==> src/rtl/loader_pkg.sv <==
// rtl/loader_pkg.sv - shared encodings and bit-timing helpers for the UART program loader
package loader_pkg;

    typedef enum logic [1:0] {
        RX_IDLE  = 2'd0,
        RX_START = 2'd1,
        RX_DATA  = 2'd2,
        RX_STOP  = 2'd3
    } rx_state_t;

    typedef enum logic {
        PH_HI = 1'b0,
        PH_LO = 1'b1
    } phase_t;

    localparam int BITS_PER_BYTE = 8;

    function automatic int clks_per_bit(input int clk_freq, input int baud);
        return clk_freq / baud;
    endfunction

    function automatic int half_bit(input int clk_freq, input int baud);
        return clks_per_bit(clk_freq, baud) / 2;
    endfunction

endpackage

==> src/rtl/uart_rx_byte.sv <==
// rtl/uart_rx_byte.sv - 8N1 byte receiver with input synchronizer and registered byte/error pulses
module uart_rx_byte
    import loader_pkg::*;
#(
    parameter int CLK_FREQ = 100_000_000,
    parameter int BAUD     = 9600
) (
    input  logic       clk,
    input  logic       rst,
    input  logic       rxd,
    output logic [7:0] rx_byte,
    output logic       byte_valid,
    output logic       frame_err
);

    localparam int CPB   = clks_per_bit(CLK_FREQ, BAUD);
    localparam int HALF  = half_bit(CLK_FREQ, BAUD);
    localparam int CNT_W = (CPB > 1) ? $clog2(CPB) : 1;
    localparam logic [CNT_W-1:0] FULL_LAST = CNT_W'(CPB - 1);
    localparam logic [CNT_W-1:0] HALF_LAST = CNT_W'(HALF - 1);

    logic             sync1;
    logic             sync2;
    rx_state_t        state;
    logic [CNT_W-1:0] baud_cnt;
    logic [2:0]       bit_cnt;

    // Synchronizer resets to the idle level so reset never looks like a start bit.
    always_ff @(posedge clk) begin
        if (rst) begin
            sync1 <= 1'b1;
            sync2 <= 1'b1;
        end else begin
            sync1 <= rxd;
            sync2 <= sync1;
        end
    end

    always_ff @(posedge clk) begin
        if (rst) begin
            state      <= RX_IDLE;
            baud_cnt   <= '0;
            bit_cnt    <= '0;
            rx_byte    <= '0;
            byte_valid <= 1'b0;
            frame_err  <= 1'b0;
        end else begin
            byte_valid <= 1'b0;
            frame_err  <= 1'b0;
            case (state)
                RX_IDLE: begin
                    baud_cnt <= '0;
                    if (!sync2) begin
                        state <= RX_START;
                    end
                end
                RX_START: begin
                    if (baud_cnt == HALF_LAST) begin
                        baud_cnt <= '0;
                        bit_cnt  <= '0;
                        state    <= sync2 ? RX_IDLE : RX_DATA;
                    end else begin
                        baud_cnt <= baud_cnt + CNT_W'(1);
                    end
                end
                RX_DATA: begin
                    if (baud_cnt == FULL_LAST) begin
                        baud_cnt <= '0;
                        rx_byte  <= {sync2, rx_byte[7:1]};
                        if (bit_cnt == 3'(BITS_PER_BYTE - 1)) begin
                            state <= RX_STOP;
                        end else begin
                            bit_cnt <= bit_cnt + 3'd1;
                        end
                    end else begin
                        baud_cnt <= baud_cnt + CNT_W'(1);
                    end
                end
                RX_STOP: begin
                    if (baud_cnt == FULL_LAST) begin
                        baud_cnt   <= '0;
                        byte_valid <= sync2;
                        frame_err  <= !sync2;
                        state      <= RX_IDLE;
                    end else begin
                        baud_cnt <= baud_cnt + CNT_W'(1);
                    end
                end
                default: begin
                    state    <= RX_IDLE;
                    baud_cnt <= '0;
                end
            endcase
        end
    end

endmodule

==> src/rtl/uart_program_loader.sv <==
// rtl/uart_program_loader.sv - packs received byte pairs into instruction words and streams them to memory
module uart_program_loader
    import loader_pkg::*;
#(
    parameter int          CLK_FREQ = 100_000_000,
    parameter int          BAUD     = 9600,
    parameter int          ADDR_W   = 8,
    parameter logic [15:0] END_WORD = 16'hFFFF
) (
    input  logic              CLK,
    input  logic              RST,
    input  logic              UART_TXD_IN,
    output logic              wr_en,
    output logic [ADDR_W-1:0] wr_addr,
    output logic [15:0]       wr_data,
    output logic              load_done,
    output logic              frame_err
);

    logic [7:0]        rx_byte;
    logic              byte_valid;
    logic [7:0]        hi_byte;
    phase_t            phase;
    logic [ADDR_W-1:0] addr_cnt;
    logic [15:0]       word;

    uart_rx_byte #(
        .CLK_FREQ (CLK_FREQ),
        .BAUD     (BAUD)
    ) u_rx (
        .clk        (CLK),
        .rst        (RST),
        .rxd        (UART_TXD_IN),
        .rx_byte    (rx_byte),
        .byte_valid (byte_valid),
        .frame_err  (frame_err)
    );

    assign word = {hi_byte, rx_byte};

    always_ff @(posedge CLK) begin
        if (RST) begin
            wr_en     <= 1'b0;
            wr_addr   <= '0;
            wr_data   <= '0;
            load_done <= 1'b0;
            hi_byte   <= '0;
            phase     <= PH_HI;
            addr_cnt  <= '0;
        end else begin
            wr_en <= 1'b0;
            // A framing error drops any half-assembled word so the next byte is a high byte.
            if (frame_err) begin
                phase <= PH_HI;
            end else if (byte_valid && !load_done) begin
                if (phase == PH_HI) begin
                    hi_byte <= rx_byte;
                    phase   <= PH_LO;
                end else begin
                    phase <= PH_HI;
                    if (word == END_WORD) begin
                        load_done <= 1'b1;
                    end else begin
                        wr_en    <= 1'b1;
                        wr_addr  <= addr_cnt;
                        wr_data  <= word;
                        addr_cnt <= addr_cnt + ADDR_W'(1);
                        // Memory is full after the top address; stop before wrapping onto word 0.
                        if (addr_cnt == {ADDR_W{1'b1}}) begin
                            load_done <= 1'b1;
                        end
                    end
                end
            end
        end
    end

endmodule

==> config.mk <==
export PLATFORM = sky130hd
export DESIGN_NAME = uart_program_loader
export DESIGN_NICKNAME = d
export VERILOG_FILES = /design/src/rtl/loader_pkg.sv /design/src/rtl/uart_rx_byte.sv /design/src/rtl/uart_program_loader.sv
export SDC_FILE = /design/constraint.sdc
export NUM_CORES = 1
export LEC_CHECK = 0
export BUFFER_PORTS_ARGS = -buffer_cell sky130_fd_sc_hd__buf_4
export CAP_MARGIN = 30
export CORE_AREA = 3 3 115 117
export CTS_BUF_LIST = sky130_fd_sc_hd__clkbuf_16
export CTS_CLUSTER_DIAMETER = 80
export CTS_CLUSTER_SIZE = 8
export DETAILED_ROUTE_END_ITERATION = 12
export DIE_AREA = 0 0 118 120
export GPL_TIMING_DRIVEN = 0
export PLACE_DENSITY_LB_ADDON = 0.05
export SYNTH_ARGS = -nofsm -noshare
export SYNTH_HDL_FRONTEND = slang
export SYNTH_SLANG_ARGS = --single-unit
==> constraint.sdc <==
create_clock -name CLK -period 2.3 [get_ports CLK]
set_input_delay 0.23 -clock CLK [delete_from_list [all_inputs] [get_ports CLK]]
set_output_delay 0.23 -clock CLK [all_outputs]
set_load 0.1 [all_outputs]
== Word-level counts from Yosys, hierarchy flattened ==
Index checks and enable logic that the tools add are counted.
Operators by class
  $add $sub $neg: 3
  eq/ne operators: 14
  multiplexer cells: 18
  bitwise gates (word level): 6
  reductions and logical operators: 16
Operators with widths (count)
  14-bit one-hot mux with 3 select lines: 1
  14-bit two-way mux: 2
  16-bit == test (second input constant): 1
  14-bit by 1-bit adder with 14-bit output (second input constant): 1
  14-bit by 13-bit == test with 1-bit output (second input constant): 1
  14-bit == test (second input constant): 1
  2-bit two-way mux: 6
  4-bit AND reduction: 3
  3-bit two-way mux: 3
  8-bit by 1-bit adder with 8-bit output (second input constant): 1
  8-bit == test (second input constant): 1
  2-bit by 1-bit inequality test with 1-bit output (second input constant): 4
  2-bit one-hot mux with 4 select lines: 1
  1-bit NOT: 6
  3-bit one-hot mux with 2 select lines: 1
  5-bit AND reduction: 1
  2-bit == test (second input constant): 2
  1-bit two-way mux: 4
  2-bit inequality test (second input constant): 2
  2-bit nonzero test: 2
  2-bit OR reduction: 2
  4-bit OR reduction: 1
  3-bit by 1-bit adder with 3-bit output (second input constant): 1
  3-bit == test (second input constant): 1
  other kinds (7): 8
Storage, ports and cells
  register bits: 74
  input port bits: 3
  output and inout port bits: 27
  logic and storage cells: 72

== Depth between registers and ports, before layout ==
  depth in word-level cells: 4
  depth in mapped cells: 6
  gate-level depth less buffers: 5

== Modules after synthesis ==
From an unflattened synthesis, not the netlist that was laid out.
Unflattened totals
  cells, all modules: 345
  area total of the unflattened synthesis: 3358.2 um^2
By module, submodules not included
  uart_program_loader: instances 1, cells an instance 200, area each 1898.1 um^2, sequential area each 860.8 um^2
  uart_rx_byte: instances 1, cells an instance 145, area each 1460.2 um^2, sequential area each 620.6 um^2

== Worst setup path after synthesis ==
No wires, ideal clock.
  kind: register to register
  from: reg u_rx.frame_err
  to: reg wr_addr[3]
  setup time: 0.128 ns
  arrival: 1.934 ns
  data required time: 2.172 ns
  path slack: 0.238 ns
  cell stages (with the launch flop): 7
  buffers on the path: 2
  period minus slack after synthesis: 2.062 ns
  cells stage by stage: dfxtp_1 and4bb_1 o41ai_2 buf_6 buf_6 mux2i_1 nor2_1
On the way
  word-level cells in the longest chain between the ends: 2
Ends and longest elaborated chain
  start: declaration: line uart_rx_byte.sv:13  | output logic frame_err
  start signal: assignment: line uart_rx_byte.sv:83  | frame_err <= !sync2;
  1-bit NOT (no line)
  4-bit AND reduction (no line)
  end signal: assignment: line uart_program_loader.sv:65  | wr_addr <= addr_cnt;
  end: declaration: line uart_program_loader.sv:14  | output logic [ADDR_W-1:0] wr_addr,
No other way between the ends.
A chain may end at the register's enable or synchronous reset.

== Final worst setup path ==
  from: reg u_rx.baud_cnt[0]
  to: reg u_rx.baud_cnt[7]
On the way
  word-level cells in the longest chain between the ends: 3
  elaborated cells on any way between the ends: 6
  those cells by class: add/sub: 1; eq/ne: 2; mux: 3
Ends and longest elaborated chain
  start: declaration: line uart_rx_byte.sv:25  | logic [CNT_W-1:0] baud_cnt;
  start signal: assignment: line uart_rx_byte.sv:63  | baud_cnt <= baud_cnt + CNT_W'(1);
  start signal: assignment: line uart_rx_byte.sv:76  | baud_cnt <= baud_cnt + CNT_W'(1);
  start signal: assignment: line uart_rx_byte.sv:86  | baud_cnt <= baud_cnt + CNT_W'(1);
  14-bit by 1-bit adder with 14-bit output (tied with other cells): line uart_rx_byte.sv:63, uart_rx_byte.sv:76, uart_rx_byte.sv:86
  14-bit two-way mux (on tied branches): line uart_rx_byte.sv:67, uart_rx_byte.sv:80, uart_rx_byte.sv:58
  14-bit one-hot mux with 3 select lines *: line uart_rx_byte.sv:50  | case (state)
Every way passes the cells marked *; elsewhere a longest branch is shown, timed or not.

==> impl_results.md <==
- Startpoint type of the worst setup path: flip-flop
- First-pass GRT wire length: 13.4 mm
- Clock buffer depth: 2
- Router iterations before antenna repair: 4
- FP Rows: 41
- Syn. warnings: 0
- Worst r2r src: u_rx.baud_cnt[0]$_SDFF_PP0_
- Lkg Pwr: 1.46 nW
- Worst-path clk slew: 0.06 ns
- Chip width: 118 um
- DR vias: 2,487
- Seq/Total Area, Yosys: 0.481
- Largest net degree at the start of global routing: 12
- CP Max Fanout: 10
- Worst endpoint required time: 2.49 ns
- Antenna Violating Nets Remaining: 0
- Min-delay worst type: primary input to flip-flop
- # setup viols final: 0
- Post-synth cell types: 44
- Worst slew pin tran: 0.623 ns
- Outcome: complete, no violations
- Post-DR wirelength/cell: 14.3 um
- Kind of critical path: flip-flop to flip-flop
- Register area: 1480 um2
- Htree depth: 3
- Number of max-cap violations: 0
- Vias in the first global route: 2,604
- Leading area contributor after synthesis: dfxtp_1
- Filler Cell Count: 1,365
- Initial Util: 0.247
- RSZ-0062 raised after global routing: no
- Area of the multi-input gates: 1460 um2
- Synth area leaders: dfxtp_1 (48%), mux2i_1 (8.8%), a21oi_1 (4.1%), nor2_1 (3.9%), nand4_1 (3.3%)
- Io pins: 30
- Synth-to-Final Area Change: 23.2%
- Period utilization: 0.875
- Total CTS buffers: 9
- Relative max-transition margin: 0.585
- Min Tclk post-route: 2.01 ns
- Synthesized flop and latch total: 74
- Power, Total: 2.66 mW
- Final Wtd Congestion: 0.752
- DRT iter0 DRCs: 138
- Buffer count from post-CTS setup fixing: 0
- Slew Viols, Final: 0
- Final wirelength: 7.78 mm
- DR vias/cell: 4.55
- Syn Nets: 337
- Crit path from: u_rx.baud_cnt[0]$_SDFF_PP0_
- Peak supply drop: 301 uV
- Latest clock arrival within the worst-skew pair: 0.33 ns
- Cell Pwr Density: 701 nW/um2
- Total GRT Usage: 0.120
- Crit end category: flip-flop
- Post-synth EDFFs: 0
- Core area: 12,500 um2
- Cell Count, Final, Fillers Out: 546
- CTS root buf: clkbuf_16
- I/O Buffers: 29
- Final setup TNS: 0 ns
- Top post-synthesis cells by count: dfxtp_1 (74), nor2_1 (32), mux2i_1 (27)
- Diodes inserted: 0
- Nets: 377
- Die height: 120 um
- CTS sink cnt: 74
- Cells after Synth: 330
- Hold Vio Cnt, Final: 0
- Most common cell in the netlist: dfxtp_1
- Yosys top cell area share: 0.481
- Fmax: 497 MHz
- Synthesized area: 3080 um2
- HPWL Detailed: 5.41 mm
- Fin Clk Skew: 0.00422 ns
- Die area: 14,200 um2
- Residual DRC: 0
- Ys flop type: dfxtp_1
- Dpl cells: 531
- Antenna violations before repair: 0
- Syn_area_per_cell: 9.32 um2
- Total gr overflow: 0
- Async set-reset flop share out of synthesis: 0
- Fraction of layout cells with a size suffix above 1: 0.150
- CTS tree: done
- Worst hold start: UART_TXD_IN
- Worst path arrival time: 2.20 ns
[logic make-up (layout without fill, tap and decap cells)]
| family | count (synthesis) | count (layout) | share of synthesized area |
|---|---|---|---|
| simple gates | 136 | 136 | 0.237 |
| compound gates | 49 | 49 | 0.0944 |
| flops | 74 | 74 | 0.481 |
| mux | 27 | 27 | 0.0878 |
| buf+inv | 27 | 71 | 0.0460 |
| fa+ha+maj | 4 | 4 | 0.0163 |
| xor+xnor | 13 | 13 | 0.0370 |
[layer usage]
layer / track usage / vias up / routed length (um)
li1: - / 1257 / -
met1: 0.156 / 1185 / 3890
met2: 0.189 / 34 / 3540
met3: 0.0325 / 11 / 230
met4: 0.0447 / 0 / 119
met5: 0 / - / 0
[repair_timing]
item                       in CTS  in global routing
gates resized for setup         0                  1
setup endpoints to repair       0                 10
hold buffers                    0                  0
[critical path, cell delays in order (launching register included)]
cell	delay, ns
dfxtp_1	0.36
ha_1	0.27
and4_1	0.23
nand4_1	0.18
a22oi_2	0.42
buf_2	0.33
nor3_1	0.08
[metrics by stage]
step	worst slack [ns]	instance area (um2)	util	hold WS, ns
2_1_floorplan	0.238	3080	-	0.334
3_3_place_gp	0.131	3510	0.282	0.395
3_5_place_dp	0.135	3510	0.282	0.398
4_1_cts	0.100	3790	0.304	0.0905
5_1_grt	0.124	3790	0.304	0.0878
6_report	0.286	3790	0.304	0.102
[path summary, 6_finish.rpt]
| check | end | slack, ns | cells past startpoint |
|---|---|---|---|
| hold reg to reg | u_rx.sync2$_SDFF_PP1_ | 0.43 | 1 |
| hold / removal | u_rx.sync1$_SDFF_PP1_ | 0.10 | 2 |
| setup / recovery | u_rx.baud_cnt[7]$_SDFF_PP0_ | 0.29 | 6 |
| setup reg to reg | u_rx.baud_cnt[7]$_SDFF_PP0_ | 0.29 | 6 |
[cell type report]
| class | instances | area share |
|---|---|---|
| Sequential cell | 74 | 0.391 |
| Multi-Input combinational cell | 229 | 0.385 |
| Clock buffer | 9 | 0.0594 |
| Timing Repair Buffer | 29 | 0.0574 |
| Tap cell | 172 | 0.0568 |
| Buffer | 20 | 0.0304 |
| Clock inverter | 6 | 0.0135 |
| Inverter | 7 | 0.00693 |
[registers in the layout (all words and copies together), names as in the netlist, named ones only]
name             cells
addr_cnt             8
hi_byte              8
load_done            1
phase                1
u_rx.baud_cnt       14
u_rx.bit_cnt         3
u_rx.byte_valid      1
u_rx.frame_err       1
u_rx.rx_byte         8
u_rx.state           1
u_rx.sync1           1
u_rx.sync2           1
wr_addr              8
wr_data             16
wr_en                1
[cells in the final DEF, fill, tap and decap left out, drive strengths merged, types with 13 or more instances in the layout]
cell type and n:
nor3 17, buf 36, dfxtp 74, nand2 26, nand4 17, a21oi 25
clkbuf 22, mux2i 27, o21ai 13, nor2 32
[power by group]
group	switching (mW)	internal (mW)
Sequential	0.00240	1.28
Combinational	0.0311	0.00959
Clock	0.510	0.818
Total	0.544	2.11
Power figures use the tool's default switching activity.
